## src/rtl/imem_pkg.sv

```systemverilog
// Shared types and helpers for the instruction-memory access controller.
// The optional address check is enabled by defining IMEM_ADDR_CHECK_EN.
package imem_pkg;

    typedef enum logic [2:0] {
        IDLE,
        RD,
        RD_LAST,
        RSP,
        WR
    } state_e;

    localparam int BYTES_PER_WORD    = 4;
    localparam int MEM_BYTES_DEFAULT = 1024;

    // Big-endian lane: beat 0 carries bits [31:24], beat 3 carries bits [7:0].
    function automatic logic [7:0] byte_lane(input logic [31:0] word, input logic [1:0] beat);
        logic [7:0] lane;
        case (beat)
            2'd0:    lane = word[31:24];
            2'd1:    lane = word[23:16];
            2'd2:    lane = word[15:8];
            default: lane = word[7:0];
        endcase
        return lane;
    endfunction

endpackage

```

## src/rtl/imem_word_packer.sv

```systemverilog
// 32-bit assembly register for read data; bytes enter at the low end so the
// first byte read ends up in bits [31:24] after four shifts.
module imem_word_packer (
    input  logic        clk,
    input  logic        rst_n,
    input  logic        clr_i,
    input  logic        load_i,
    input  logic [31:0] load_word_i,
    input  logic        shift_i,
    input  logic [7:0]  byte_i,
    output logic [31:0] word_o
);

    logic [31:0] word_q;
    logic [31:0] word_d;

    always_comb begin
        word_d = word_q;
        if (clr_i) begin
            word_d = '0;
        end else if (load_i) begin
            word_d = load_word_i;
        end else if (shift_i) begin
            word_d = {word_q[23:0], byte_i};
        end
    end

    always_ff @(posedge clk or negedge rst_n) begin
        if (!rst_n) begin
            word_q <= '0;
        end else begin
            word_q <= word_d;
        end
    end

    assign word_o = word_q;

endmodule

```

## src/rtl/imem_access_ctrl.sv

```systemverilog
// Arbiter/sequencer sharing the byte-wide instruction memory between CPU fetch
// (reads) and the program loader (writes). Address checking: IMEM_ADDR_CHECK_EN.
//
// state   | meaning
// IDLE    | port free; loader has priority over fetch
// RD      | issuing read beats 0..3
// RD_LAST | capturing the final read byte
// RSP     | holding the fetch response until f_rsp_ready
// WR      | issuing write beats 0..3 (not abortable)
module imem_access_ctrl
    import imem_pkg::*;
#(
    parameter int MEM_BYTES = MEM_BYTES_DEFAULT,
    parameter int AW        = 32,
    parameter int MAW       = 10
) (
    input  logic           clk,
    input  logic           rst_n,
    input  logic           f_req_valid,
    output logic           f_req_ready,
    input  logic [AW-1:0]  f_req_addr,
    input  logic           f_flush,
    output logic           f_rsp_valid,
    input  logic           f_rsp_ready,
    output logic [31:0]    f_rsp_inst,
    output logic           f_rsp_err,
    input  logic           ld_valid,
    output logic           ld_ready,
    input  logic [AW-1:0]  ld_addr,
    input  logic [31:0]    ld_data,
    output logic           ld_err,
    output logic [MAW-1:0] mem_addr,
    output logic           mem_rd_en,
    input  logic [7:0]     mem_rdata,
    output logic           mem_wr_en,
    output logic [7:0]     mem_wdata,
    output logic           busy
);

    state_e         state_q, state_d;
    logic [1:0]     beat_q, beat_d;
    logic [MAW-1:0] base_q, base_d;
    logic [31:0]    wdata_q, wdata_d;
    logic           err_q, err_d;
    logic           ld_err_q, ld_err_d;
    logic           rd_pend_q;

    logic           pk_clr;
    logic           pk_shift;
    logic [31:0]    pk_word;
    logic           f_addr_err;
    logic           ld_addr_err;

`ifdef IMEM_ADDR_CHECK_EN
    localparam logic [AW-1:0] LAST_WORD_ADDR = AW'(MEM_BYTES - BYTES_PER_WORD);

    assign f_addr_err  = (f_req_addr[1:0] != 2'b00) || (f_req_addr > LAST_WORD_ADDR);
    assign ld_addr_err = (ld_addr[1:0] != 2'b00) || (ld_addr > LAST_WORD_ADDR);
`else
    // Without checking, only the low MAW bits matter; accesses wrap.
    logic unused_addr_bits;
    assign unused_addr_bits = ^{f_req_addr[AW-1:MAW], ld_addr[AW-1:MAW]};
    assign f_addr_err  = 1'b0;
    assign ld_addr_err = 1'b0;
`endif

    always_comb begin
        state_d     = state_q;
        beat_d      = beat_q;
        base_d      = base_q;
        wdata_d     = wdata_q;
        err_d       = err_q;
        ld_err_d    = 1'b0;
        pk_clr      = 1'b0;
        // A read byte arrives one cycle after its strobe; ignore stragglers after a flush.
        pk_shift    = rd_pend_q && ((state_q == RD) || (state_q == RD_LAST));
        f_req_ready = 1'b0;
        ld_ready    = 1'b0;
        f_rsp_valid = 1'b0;
        mem_rd_en   = 1'b0;
        mem_wr_en   = 1'b0;
        mem_addr    = '0;
        mem_wdata   = '0;

        unique case (state_q)
            IDLE: begin
                // Gated by rst_n so every output reads 0 while reset is held.
                ld_ready    = rst_n;
                f_req_ready = rst_n && !ld_valid;
                if (ld_valid) begin
                    if (ld_addr_err) begin
                        ld_err_d = 1'b1;
                    end else begin
                        base_d  = ld_addr[MAW-1:0];
                        wdata_d = ld_data;
                        beat_d  = 2'd0;
                        state_d = WR;
                    end
                end else if (f_req_valid) begin
                    base_d  = f_req_addr[MAW-1:0];
                    beat_d  = 2'd0;
                    pk_clr  = 1'b1;
                    err_d   = f_addr_err;
                    state_d = f_addr_err ? RSP : RD;
                end
            end
            WR: begin
                mem_wr_en = 1'b1;
                mem_addr  = base_q + MAW'(beat_q);
                mem_wdata = byte_lane(wdata_q, beat_q);
                beat_d    = beat_q + 2'd1;
                if (beat_q == 2'd3) begin
                    state_d = IDLE;
                end
            end
            RD: begin
                mem_rd_en = 1'b1;
                mem_addr  = base_q + MAW'(beat_q);
                beat_d    = beat_q + 2'd1;
                if (f_flush) begin
                    state_d = IDLE;
                end else if (beat_q == 2'd3) begin
                    state_d = RD_LAST;
                end
            end
            RD_LAST: begin
                state_d = f_flush ? IDLE : RSP;
            end
            RSP: begin
                f_rsp_valid = 1'b1;
                if (f_flush || f_rsp_ready) begin
                    state_d = IDLE;
                end
            end
            default: begin
                state_d = IDLE;
            end
        endcase
    end

    always_ff @(posedge clk or negedge rst_n) begin
        if (!rst_n) begin
            state_q   <= IDLE;
            beat_q    <= '0;
            base_q    <= '0;
            wdata_q   <= '0;
            err_q     <= 1'b0;
            ld_err_q  <= 1'b0;
            rd_pend_q <= 1'b0;
        end else begin
            state_q   <= state_d;
            beat_q    <= beat_d;
            base_q    <= base_d;
            wdata_q   <= wdata_d;
            err_q     <= err_d;
            ld_err_q  <= ld_err_d;
            rd_pend_q <= mem_rd_en;
        end
    end

    imem_word_packer u_packer (
        .clk         (clk),
        .rst_n       (rst_n),
        .clr_i       (pk_clr),
        .load_i      (1'b0),
        .load_word_i (32'h0),
        .shift_i     (pk_shift),
        .byte_i      (mem_rdata),
        .word_o      (pk_word)
    );

    assign f_rsp_inst = pk_word;
    assign f_rsp_err  = (state_q == RSP) && err_q;
    assign ld_err     = ld_err_q;
    assign busy       = (state_q != IDLE);

endmodule
```

## config.mk

```make
export PLATFORM = sky130hd
export DESIGN_NAME = imem_access_ctrl
export DESIGN_NICKNAME = d
export VERILOG_FILES = /design/src/rtl/imem_pkg.sv /design/src/rtl/imem_word_packer.sv /design/src/rtl/imem_access_ctrl.sv
export SDC_FILE = /design/constraint.sdc
export NUM_CORES = 1
export LEC_CHECK = 0
export CAP_MARGIN = 40
export CORE_AREA = 2 2 100 102
export DETAILED_ROUTE_END_ITERATION = 16
export DIE_AREA = 0 0 102 104
export GPL_ROUTABILITY_DRIVEN = 0
export PLACE_DENSITY = 0.84
export SLEW_MARGIN = 20
export SYNTH_ARGS = -nofsm -noshare
export SYNTH_HDL_FRONTEND = slang
export SYNTH_HIERARCHICAL = 1
export SYNTH_SLANG_ARGS = --single-unit
export TNS_END_PERCENT = 1
```

## constraint.sdc

```tcl
create_clock -name clk -period 4.1 [get_ports clk]
set_clock_uncertainty 0.1 [all_clocks]
set_input_delay 1.23 -clock clk [delete_from_list [all_inputs] [get_ports clk]]
set_output_delay 1.23 -clock clk [all_outputs]
set_load 0.01 [all_outputs]
```

-- After elaboration in Yosys (flattened, before gate mapping)
Cells that the tools add are included.
- register bits: 80
- input port bits: 110
- word-level logic and storage cells: 61
- add/sub/neg operators: 2
- eq/ne operators: 11
- muxes and demuxes: 26
- reductions and logical operators: 16
- operators by type and width (kind ; count):
    $mux 32 ; 2
    $mux 10 ; 3
    $pmux 8 s3 ; 1
    $mux 3 ; 6
    $pmux 3 s5 ; 1
    $add 10x2->10 ; 1
    $mux 1 ; 8
    $mux 8 ; 1
    $eq 3x2->1 const B ; 2
    $mux 2 ; 3
    $reduce_and 2->1 ; 3
    $reduce_bool 2->1 ; 3
    $eq 2x2->1 const B ; 2
    $ne 2x2->1 const B ; 2
    $pmux 2 s2 ; 1
    $reduce_and 4->1 ; 1
    $eq 3x1->1 const B ; 1
    $eq 3x3->1 const B ; 1
    $logic_not 3->1 ; 1
    $ne 3x2->1 const B ; 1
    $ne 3x3->1 const B ; 1
    $reduce_bool 3->1 ; 1
    $add 2x1->2 const B ; 1
    $eq 2x1->1 const B ; 1
    other kinds (5) ; 7

-- Depth between registers and ports, before layout
Gate-level depths: netlist of the first run.
- word-level depth: 5
- gate-level depth with buffers: 7
- gate-level depth less buffers: 6

-- Cells and area by module
The synthesis of the first run kept the hierarchy.
- modules (own cells, without submodules) (module ; instances ; cells an instance ; area each (sq um) ; sequential area each (sq um)):
    imem_access_ctrl ; 1 ; 227 ; 2776.4 ; 1201.2
    imem_word_packer ; 1 ; 142 ; 1670.4 ; 800.8

-- Worst setup path before layout of the first run
OpenSTA, ideal clock, no wires.
- path type: register to output
- start point: reg beat_q[0]
- end point: out mem_addr[8]
- data arrival time: 1.804 ns
- required time: 2.770 ns
- slack: 0.966 ns
- stages on the path, launching flop included: 6
- buffers on the path: 0
- cell sequence: dfrtp_1 -> ha_1 -> inv_1 -> fa_1 -> or4_1 -> a21oi_1
- word-level cells in the longest chain between the ends: 2
- RTL lines (what ; RTL line ; text):
    start, declared ; imem_access_ctrl.sv:41 ; logic [1:0] beat_q, beat_d;
    start signal, assigned ; imem_access_ctrl.sv:152 ; beat_q <= beat_d;
    $add 10x2->10 ; imem_access_ctrl.sv:109, imem_access_ctrl.sv:118 ;
    $mux 10 ; -- ;
    end, declared ; imem_access_ctrl.sv:32 ; output logic [MAW-1:0] mem_addr,
No other way between the ends.

-- Final worst setup path of the first run
- start point: reg beat_q[1]
- end point: out mem_addr[8]
The elaborated chain is that of the path after synthesis.

==> results of run 1 <==
placed cells by master, fill, tap and decap left out, types with 3 or more instances in the layout:
master	synthesis	final
clkbuf_8	0	10
nor3b_1	5	3
nor2_1	13	13
nor2b_1	33	33
a21oi_1	9	9
o31ai_1	4	4
a211oi_1	32	32
o21a_1	8	8
clkdlybuf4s50_1	0	120
mux2i_1	44	44
nand2_1	11	11
a222oi_1	8	8
mux2_1	7	7
xor2_1	3	3
inv_1	13	13
or4_1	4	4
buf_4	3	7
dfrtp_1	80	80
bufinv_16	0	3
ha_1	6	6
mux2_4	29	29
mux2_2	5	5
conb_1	1	40
area by class of cell:
type                       instances  area share (%)
tap                              133            2.75
timing repair buffer             128            21.2
clock buffer                      10            2.27
sequential                        80            33.1
multi-input combinational        285            38.0
inverter                          14           0.868
clock inverter                     6            1.90
repair_timing:
| action | 4_1_cts | 5_1_grt |
|---|---|---|
| gates resized for setup | 0 | 1 |
| endpoints found under the setup margin | 2 | 2 |
| buffers inserted | 1 | 0 |
worst max path at each step:
stage | endpoint | slack (ns)
detailed placement | mem_addr[8] | 0.34
global placement | mem_addr[8] | 0.39
global route | mem_addr[8] | 0.03
CTS | mem_addr[8] | 0.02
finish | mem_addr[8] | 0.15
floorplan | mem_addr[8] | 0.97
metal layers:
metal / up-vias / global-route usage [%]
li1: 1588 / -
met1: 1632 / 28.8
met2: 102 / 32.4
met3: 16 / 4.03
met4: 0 / 7.90
met5: - / 0
flip-flops by register name, summed over array words and instances (netlist names):
signal,flops
base_q,10
beat_q,2
rd_pend_q,1
state_q,3
u_packer/word_o,32
wdata_q,32
power by group:
part / internal [uW] / switching [uW]
Sequential: 1090 / 252
Clock: 425 / 291
Combinational: 1010 / 785
stage by stage:
step / utilization (%) / power, uW / hold WS (ns) / cells / cell area [um2]
finish: 63.4 / 3860 / 0.391 / 656 / 6050
detailed placement: 60.3 / 3130 / 0.377 / 638 / 5760
CTS: 63.1 / 3880 / 0.396 / 655 / 6020
global route: 63.4 / 4100 / 0.434 / 656 / 6050
floorplan: - / 2410 / 0.358 / 408 / 4590
global placement: 60.3 / 3060 / 0.370 / 638 / 5760
cell families after synthesis:
group / share of synthesized area (%)
simple gates: 10.8
flops: 45.0
buf+inv: 6.89
fa+ha+maj: 2.14
xor+xnor: 0.788
compound gates: 11.5
other cells: 0.0843
mux: 22.7
critical path, delay by kind of cell, from the launching register on:
family,cells,cell delay [ns]
adder cells (fa/ha/maj),1,0.45
buffers and inverters,2,0.68
flip-flops,1,0.42
AND/OR/NAND/NOR,1,0.54
AO/OA/AOI/OAI,1,0.18
==> results_dict.tcl, run 1 <==
set metrics [dict create \
    outcome "finished clean" \
    drtIter0Drc 114 \
    worstPathCellList "inv_1 -> fa_2 -> or4_1 -> a21oi_1 -> clkdlybuf4s50_1" \
    area.sequential_mm2 0.00200 \
    fin_crit_ns 3.95 \
    required_ns 2.77 \
    die_h_um 104 \
    final.setup.tns_ns 0 \
    start_util_pct 46.6 \
    synth_common_cells "dfrtp_1, mux2i_1, nor2b_1" \
    yosysMostFrequentCell "dfrtp_1" \
    power_density_mw_per_mm2 637 \
    regToRegStartpoint "state_q[0]" \
    critPathSlowestCell "clkdlybuf4s50_1" \
    dp_worst_setup_slack_ns 0.337 \
    hold_buffers 0 \
    firstDrtPassIters 4 \
    max_slew_margin_pct 55.4 \
    wire_per_inst_um 16.4 \
    grt_pass1_vias 3448 \
    grt-ovfl-total 0 \
    hold_violations 0 \
    r2r-end "u_packer/word_o[23]" \
    dp_hpwl_um 7630 \
    synth_area_mm2 0.00445 \
    grt_max_degree 61 \
    cts_sinks 80 \
    drive_gt1_share_pct 12.6 \
    htree_levels 3 \
    crit_path_start_kind "flip-flop" \
    slew_violations 0 \
    vias 3338 \
    cts_tree "built" \
    ys_warn_count 6 \
    synth_top_area_share_pct 45.0 \
    vias_per_cell 5.09 \
    fp-row-count 36 \
    fin_crit_sh_pct 96.3 \
    end_kind "primary output" \
    root_buffer "clkbuf_8" \
    cellLeakagePower_uw 0.00253 \
    top_layer "met4" \
    reg2reg_slack_ns 2.04 \
    finalNetCount 635 \
    clk_latency_ns 0.35 \
    synth-main-ff-cell "dfrtp_1" \
    grt_pass1_wl_um 17400 \
    avgSynthCellArea_um2 12.1 \
    worstMarginPinSlew_ns 0.670 \
    synth.ff_latch_count 80 \
    syn2layout_area_growth_pct 36.1 \
    async_flop_share_pct 100 \
    routed-wl-met3_um 512 \
    cts-buffers-inserted 9 \
    multi_input_area_mm2 0.00230 \
    grtUsageTotal_pct 20.9 \
    die_x_um 102 \
    rsz0062_at_grt "no" \
    met2_wirelength_um 5200 \
    io_pins 168 \
    setup_ws_ns 0.150 \
    synth_edf_count 0 \
    clk_path_buf_depth 2 \
    wl_met1_um 4860 \
    hp-class "flip-flop to flip-flop" \
    hold_start "wdata_q[1]" \
    startpoint "beat_q[1]" \
    ys_seq_area_share_pct 45.0 \
    crit_fanout 6 \
    yosys-top-cells-area "dfrtp_1, mux2i_1, mux2_4, a211oi_1, nor2b_1" \
    synth_cell_types 45 \
    vdd_ir_drop_max_uv 290 \
    hold-path-cell-count 1 \
    clkTransAtPathRegs_ns 0.08 \
    antenna_cells 0 \
    yosysTopAreaCell "dfrtp_1" \
    postRouteAntennaNets 0 \
    io_buffers 121 \
    syn-instance-count 369 \
    n_fill_cell 792 \
    core_mm2 0.00955 \
    fp.dieArea_mm2 0.0106 \
    critPathMaxStageDelay_ns 0.56 \
    whs_endpoint "wdata_q[1]" \
    r2r_cells 5 \
    timing_worst_setup_path_type "flip-flop to primary output" \
    antenna_found_initial 0 \
    max_freq_mhz 253 \
    cap_violations 0 \
    critPathArrivalTime_ns 2.62 \
    setup_violations 0 \
    drt_wl_total_um 10700 \
    route.detailed.drc 0 \
]
Note: power is estimated with default switching activity, not from simulation.
==> run 2: changes to the inputs <==
--- a/config.mk
+++ b/config.mk
@@ -7,6 +7,7 @@
 export LEC_CHECK = 0
 export CAP_MARGIN = 40
 export CORE_AREA = 2 2 100 102
+export CTS_CLUSTER_DIAMETER = 50
 export DETAILED_ROUTE_END_ITERATION = 16
 export DIE_AREA = 0 0 102 104
 export GPL_ROUTABILITY_DRIVEN = 0
==> results of run 2 <==
Final layout, timing and power as in run 1 (identical DEF).
